### src/rtl/rgb_fader.sv
// rgb_fader: colour sequencer for the 3-channel 8-bit PWM stage.
// Walks a 4-entry RGB palette. It fades linearly by 1 LSB per PWM period toward
// each entry, then holds that colour for hold_periods extra periods.
// Ports:
//   clk, rst           system clock, async active-high reset
//   run                1 = sequence, 0 = freeze at current colour (sampled on ticks)
//   hold_periods[7:0]  extra periods to hold each colour after its fade
//   wr_en/wr_addr/wr_data  palette write port, {R,G,B} packed in 24 bits
//   value_out0/1/2     R/G/B duty values
//   en                 one-cycle load strobe, high while the period counter is 255
//   index[1:0]         palette entry currently targeted or held

// One colour channel: step one LSB toward the target.
// eq flags that the stepped value has reached the target.
module rgb_fader_lane (
  input  logic [7:0] cur,
  input  logic [7:0] tgt,
  output logic [7:0] nxt,
  output logic       eq
);
  always_comb begin
    nxt = cur;
    if (cur < tgt)      nxt = cur + 8'd1;
    else if (cur > tgt) nxt = cur - 8'd1;
  end

  assign eq = (nxt == tgt);
endmodule

module rgb_fader (
  input  logic        clk,
  input  logic        rst,
  input  logic        run,
  input  logic [7:0]  hold_periods,
  input  logic        wr_en,
  input  logic [1:0]  wr_addr,
  input  logic [23:0] wr_data,
  output logic [7:0]  value_out0,
  output logic [7:0]  value_out1,
  output logic [7:0]  value_out2,
  output logic        en,
  output logic [1:0]  index
);
  localparam int NUM_LANES = 3;
  localparam int VEC_W     = 8;

  localparam logic [1:0] S_IDLE = 2'd0;
  localparam logic [1:0] S_FADE = 2'd1;
  localparam logic [1:0] S_HOLD = 2'd2;

  logic [7:0]                       pcnt;
  logic                             tick;
  logic [3:0][23:0]                 pal;
  logic [NUM_LANES-1:0][VEC_W-1:0]  chan, tgt_ch, nxt_ch;
  logic [NUM_LANES-1:0]             eq;
  logic                             all_eq;
  logic [1:0]                       state;
  logic [7:0]                       hcnt;

  // Free-running period counter. Because it leaves reset at 0 together with
  // the PWM counter, the tick (254->255) lands exactly one cycle before the PWM wrap.
  assign tick = (pcnt == 8'd254);

  always_ff @(posedge clk or posedge rst) begin
    if (rst) begin
      pcnt <= '0;
      en   <= 1'b0;
    end else begin
      pcnt <= pcnt + 8'd1;
      en   <= tick;
    end
  end

  // Palette. Writes are accepted on any cycle. The effect on the outputs
  // only appears at the next tick, when the target is sampled.
  always_ff @(posedge clk or posedge rst) begin
    if (rst) begin
      pal[0] <= 24'hFF0000;
      pal[1] <= 24'h00FF00;
      pal[2] <= 24'h0000FF;
      pal[3] <= 24'hFFFFFF;
    end else if (wr_en) begin
      pal[wr_addr] <= wr_data;
    end
  end

  // Lane 0 = red (bits 23:16), lane 1 = green, lane 2 = blue.
  for (genvar g = 0; g < NUM_LANES; g++) begin : g_lane
    assign tgt_ch[g] = pal[index][23-8*g -: 8];
    rgb_fader_lane u_lane (
      .cur (chan[g]),
      .tgt (tgt_ch[g]),
      .nxt (nxt_ch[g]),
      .eq  (eq[g])
    );
  end

  assign all_eq = &eq;

  always_ff @(posedge clk or posedge rst) begin
    if (rst) begin
      state <= S_IDLE;
      hcnt  <= '0;
      index <= '0;
      chan  <= '0;
    end else if (tick) begin
      case (state)
        S_IDLE: if (run) state <= S_FADE;
        S_FADE: begin
          if (!run) state <= S_IDLE;
          else begin
            chan <= nxt_ch;
            // A target equal to the current colour falls through here too:
            // the step is a no-op and we go straight to HOLD.
            if (all_eq) begin
              state <= S_HOLD;
              hcnt  <= hold_periods;
            end
          end
        end
        S_HOLD: begin
          if (!run) state <= S_IDLE;
          else if (hcnt == 8'd0) begin
            index <= index + 2'd1;
            state <= S_FADE;
          end else begin
            hcnt <= hcnt - 8'd1;
          end
        end
        default: state <= S_IDLE;
      endcase
    end
  end

  assign value_out0 = chan[0];
  assign value_out1 = chan[1];
  assign value_out2 = chan[2];
endmodule

### config.mk
export PLATFORM = sky130hd
export DESIGN_NAME = rgb_fader
export DESIGN_NICKNAME = d
export VERILOG_FILES = /design/src/rtl/rgb_fader.sv
export SDC_FILE = /design/constraint.sdc
export NUM_CORES = 1
export LEC_CHECK = 0
export CAP_MARGIN = 20
export CELL_PAD_IN_SITES_DETAIL_PLACEMENT = 0
export CELL_PAD_IN_SITES_GLOBAL_PLACEMENT = 1
export CORE_ASPECT_RATIO = 0.8
export CORE_UTILIZATION = 30
export DETAILED_ROUTE_END_ITERATION = 7
export DONT_BUFFER_PORTS = 1
export HOLD_SLACK_MARGIN = 0.08
export PLACE_DENSITY_LB_ADDON = 0.1
export SKIP_CTS_REPAIR_TIMING = 1
export SKIP_LAST_GASP = 1
export SLEW_MARGIN = 20
export SYNTH_ARGS = -nofsm -noshare
export SYNTH_HDL_FRONTEND = slang
export SYNTH_HIERARCHICAL = 1
export SYNTH_SLANG_ARGS = --single-unit
export TNS_END_PERCENT = 30
### constraint.sdc
create_clock -name clk -period 4.53 [get_ports clk]
set_input_delay 0.6795 -clock clk [delete_from_list [all_inputs] [get_ports clk]]
set_output_delay 0.6795 -clock clk [all_outputs]
set_load 0.01 [all_outputs]
* Word-level counts from Yosys, hierarchy flattened *
Index checks and enable logic that the tools add are counted.

storage, ports and cells
  register bits = 141
  logic and storage cells = 74

operators by class
  $add $sub $neg = 9
  magnitude comparators = 9
  eq/ne operators = 13
  mux-type cells = 22
  reductions and logical operators = 9

operators by type and width
  cell                 number
  $bwmux 96            1
  $mux 8               10
  $bmux 24 s2          1
  $demux 24 s2         1
  $mux 24              2
  $add 8x1->8 const B  4
  $sub 8x1->8 const B  4
  $eq 8x8->1           3
  $gt 8x8->1           3
  $lt 8x8->1           3
  $pmux 8 s2           1
  $mux 2               5
  $ne 2x2->1 const B   5
  $eq 8x8->1 const B   1
  $logic_not 8->1      1
  $reduce_and 4->1     2
  $lt 2x3->1 const B   2
  $ne 3x3->1 const B   2
  $pmux 2 s3           1
  $reduce_and 3->1     2
  $reduce_and 6->1     1
  $add 2x1->2 const B  1
  $eq 2x1->1 const B   1
  $eq 2x2->1 const B   1
  other kinds (4)      4

* Logic depth before layout (Yosys ltp) *
  depth in word-level cells = 10
  gate-level depth with buffers = 18
  mapped depth without buffers = 14

* Cells and area by module *
Netlist, hierarchy kept.

modules (own cells, without submodules)
  module          times used  cells each  area an instance (sq um)  sequential area each (sq um)
  rgb_fader       1           404         6249.7                    3588.4
  rgb_fader_lane  3           117         857.1                     0.0

* Worst setup path before layout *
OpenSTA, ideal clock, no wires.

  path kind = register to register
  from = reg index[0]
  to = reg hcnt[0]
  data arrival time = 4138 ps
  data required time = 4410 ps
  path slack = 272 ps
  stages on the path, launching flop included = 18
  clock period less this slack = 4258 ps
  cells stage by stage = dfrtp_1 > buf_2 > buf_2 > mux4_2 > inv_1 > ha_1 > nor2b_1 > o211ai_2 > a21o_1 > a21oi_1 > or3_1 > a22oi_1 > and4_1 > nand3_1 > or3_1 > clkbuf_1 > a2111o_1 > o211a_1

RTL lines
  what                    RTL line  text
  from (decl)             42        output logic [1:0] index
  from (signal assigned)  124       index <= index + 2'd1;
  to (signal assigned)    117       hcnt <= hold_periods;
  to (signal assigned)    127       hcnt <= hcnt - 8'd1;
  to (decl)               58        logic [7:0] hcnt;

==> flow_summary.toml <==
[logic_synthesis]
syn_nets = 827
synth_top_area_frac = 0.264
synth.largest_area_cell = "dfrtp_1"
synth_edf_count = 0
yosysWarnings = 6
avgSynthCellArea_um2 = 11.7
synth_most_common_cell = "mux2_2"
ys_seq_area_frac = 0.407
synthFlopType = "dfrtp_1"
synth_commonest_cells = "mux2_2 (120), dfrtp_1 (93), dfstp_2 (48), a21oi_1 (40), inv_1 (36)"
synth_cells = 755
synth.distinct_cells = 64
synthTopCellsByArea = "dfrtp_1 (26%), mux2_2 (15%), dfstp_2 (14%), mux4_2 (6.1%), ha_1 (4.8%)"
synth_area_mm2 = 0.00882
async_reset_ff_frac = 1.00
synth_seq_cells = 141

[floorplan]
placementRows = 55
die_w_um = 194
ios = 65
fp.dieH_um = 155
die_area_mm2 = 0.0301
core_mm2 = 0.0286
initial_utilization = 0.309

[critical_path]
worstReg2RegEnd = "hcnt[0]"
cp-startpoint = "index[0]"
worstPathArrival_ns = 4.58
r2r_cells = 14
critPathMaxFanout = 13
slowest_delay_ns = 0.60
cp.required_ns = 4.85
r2r_slack_ns = 0.26
reg2reg_from = "index[0]"
critPathKind = "register to register"
endpoint_kind = "register"
path_cells = "buf_12 -> mux4_2 -> inv_1 -> ha_1 -> nand4_2 -> a21oi_2 -> nor3_1 -> or3_1 -> a21oi_1 -> and4_4 -> nand3_2 -> or3_4 -> a2111o_1 -> o211a_1"
crit_end = "hcnt[0]"
slowest_stage = "mux4_2"
start_kind = "register"

[placed_design]
hpwl_um = 16200
routabilityCongestion = 0.775
io_buffers = 0
placed_cell_area_mm2 = 0.00940
dp_cells = 1120

[cells_and_area]
nets = 843
multi_input_area_mm2 = 0.00495
drive_above_1_share = 0.406
area_growth_pct = 13.9
final-seq-area_mm2 = 0.00359
final_util = 0.352
antenna_cells = 0
final_cell_area_mm2 = 0.0100
layoutNonFillerInstCount = 1154
nFillCells = 2781

[timing]
period_needed_ns = 4.27
slew_violations = 0
worstMarginPinSlew_ns = 0.880
timing.final.crit_share = 0.942
clock_skew_ns = 0.00966
fmax_ghz = 0.234
max_slew_margin = 0.412
setup-violations-final = 0
hold_viol_final = 0
grt_setup_unrepaired = "no"

[routing]
drt_iter0_drc = 283
first_pass_iters = 5
post_drt_wl_per_cell_um = 19.5
drc = 0
dr_total_vias = 6062
viasPerCell = 5.25
wirelength_um = 22500
ant_nets = 0

[global_routing]
grt_first_pass_wirelength_um = 36900
grt_overflow = 0
grt_max_degree = 74
antenna_found_initial = 0
grt_pass1_vias = 6428
track_usage = 0.158

[pwr]
p_int_w = 0.00262
p_sw_frac = 0.265
clockPowerShare = 0.407
p_seq_frac = 0.437
comb_power_share = 0.156
power.switching_w = 0.000946
irDropWorstVdd_uv = 259
p_per_area_mw_per_mm2 = 355
p_leak_nw = 4.41

[outcome]
outcome = "finished, final reports clean"

[clock_network]
clock_sinks = 141
insertion_delay_ns = 0.42
cts_root_buffer = "clkbuf_16"
cts_tree = "yes"
clk_pin_slew_ns = 0.07
cts.path.max_buffers = 2
cts_made_buffers = 17
htreeDepth = 4

[min_path]
hold_path_class = "input port to asynchronous set/reset pin"

[job]
drv_cap = 0
[final cells by class]
class	count	area share
Sequential cell	141	0.357
Clock buffer	17	0.0423
Clock inverter	15	0.0173
Inverter	36	0.0139
Multi-Input combinational cell	539	0.493
Timing Repair Buffer	36	0.0306
Tap cell	370	0.0461
[worst min path at each step]
stage               slack, ns  depth (start not counted)    start       endpoint
floorplan                0.44                          1  pcnt[7]        pcnt[7]
global placement         0.45                          1  pcnt[7]        pcnt[7]
detailed placement       0.46                          1  pcnt[5]        pcnt[5]
CTS                      0.24                          1      rst        hcnt[1]
global route             0.26                          1      rst             en
finish                   0.21                          1      rst  value_out0[7]
[worst max-delay path: cells and delay by family, from the launching register on]
| family | cells | cell delay, ns |
|---|---|---|
| fa+ha+maj | 1 | 0.20 |
| simple gates | 6 | 1.59 |
| mux | 1 | 0.60 |
| compound gates | 4 | 1.03 |
| buf+inv | 2 | 0.29 |
| flops | 1 | 0.42 |
[state kept, by name, summed over array words and instances, names as in the netlist]
signal	cells
value_out0	8
hcnt	8
index	2
value_out1	8
state	2
pcnt	8
value_out2	8
pal	96
en	1
[cell usage in the layout (no fill, tap or decap), types with 6 or more instances in the layout]
| cell | n |
|---|---|
| a21oi_1 | 39 |
| xor2_1 | 35 |
| mux4_2 | 24 |
| or2_2 | 6 |
| mux2_2 | 120 |
| o211ai_1 | 6 |
| buf_4 | 33 |
| inv_1 | 35 |
| nand2_1 | 19 |
| nor2_1 | 24 |
| dfstp_2 | 48 |
| ha_1 | 34 |
| or3_1 | 10 |
| nand4_1 | 8 |
| nor3_1 | 21 |
| clkbuf_16 | 17 |
| a211oi_1 | 6 |
| xnor2_1 | 27 |
| o21ai_0 | 21 |
| a2bb2oi_1 | 6 |
| nand3_1 | 25 |
| inv_6 | 8 |
| dfrtp_1 | 92 |
| xnor3_1 | 6 |
[per-stage QoR]
stage                     TNS [ns]  power (W)  setup WS, ns  hold slack, ns
after floorplan                  0    0.00201         0.149           0.438
after global placement      -0.868    0.00212        -0.163           0.452
after detailed placement    -0.752    0.00214        -0.157           0.458
after CTS                   -0.970    0.00362        -0.179           0.239
after global routing             0    0.00375        0.0147           0.258
final                            0    0.00357         0.264           0.209
[kinds of logic (layout without fill, tap and decap cells)]
group,count (synthesis),count (layout),share of synthesized area
AOI/OAI and AO/OA,122,122,0.0948
DFF,141,141,0.407
and+or+nand+nor,167,167,0.118
muxes,148,148,0.219
buffers and inverters,75,104,0.0367
xor gates and xnor gates,68,68,0.0769
adders and majority gates,34,34,0.0482
[power by group through the flow]
stage | Clock (W) | Combinational, W | Sequential, W
2_1_floorplan | 0 | 0.000459 | 0.00155
3_3_place_gp | 0 | 0.000550 | 0.00157
3_5_place_dp | 0 | 0.000562 | 0.00158
4_1_cts | 0.00149 | 0.000565 | 0.00156
5_1_grt | 0.00156 | 0.000619 | 0.00158
6_report | 0.00145 | 0.000557 | 0.00156
[metal layers]
layer,wire length (µm),GRT usage,part of all wire,vias to the layer above
met5,0,0,0,-
met4,214,0.0362,0.0095,0
met3,1120,0.0386,0.050,17
met2,10600,0.257,0.47,101
met1,10500,0.211,0.47,3124
li1,-,-,-,2820
Note: power is estimated with default switching activity, not from simulation.
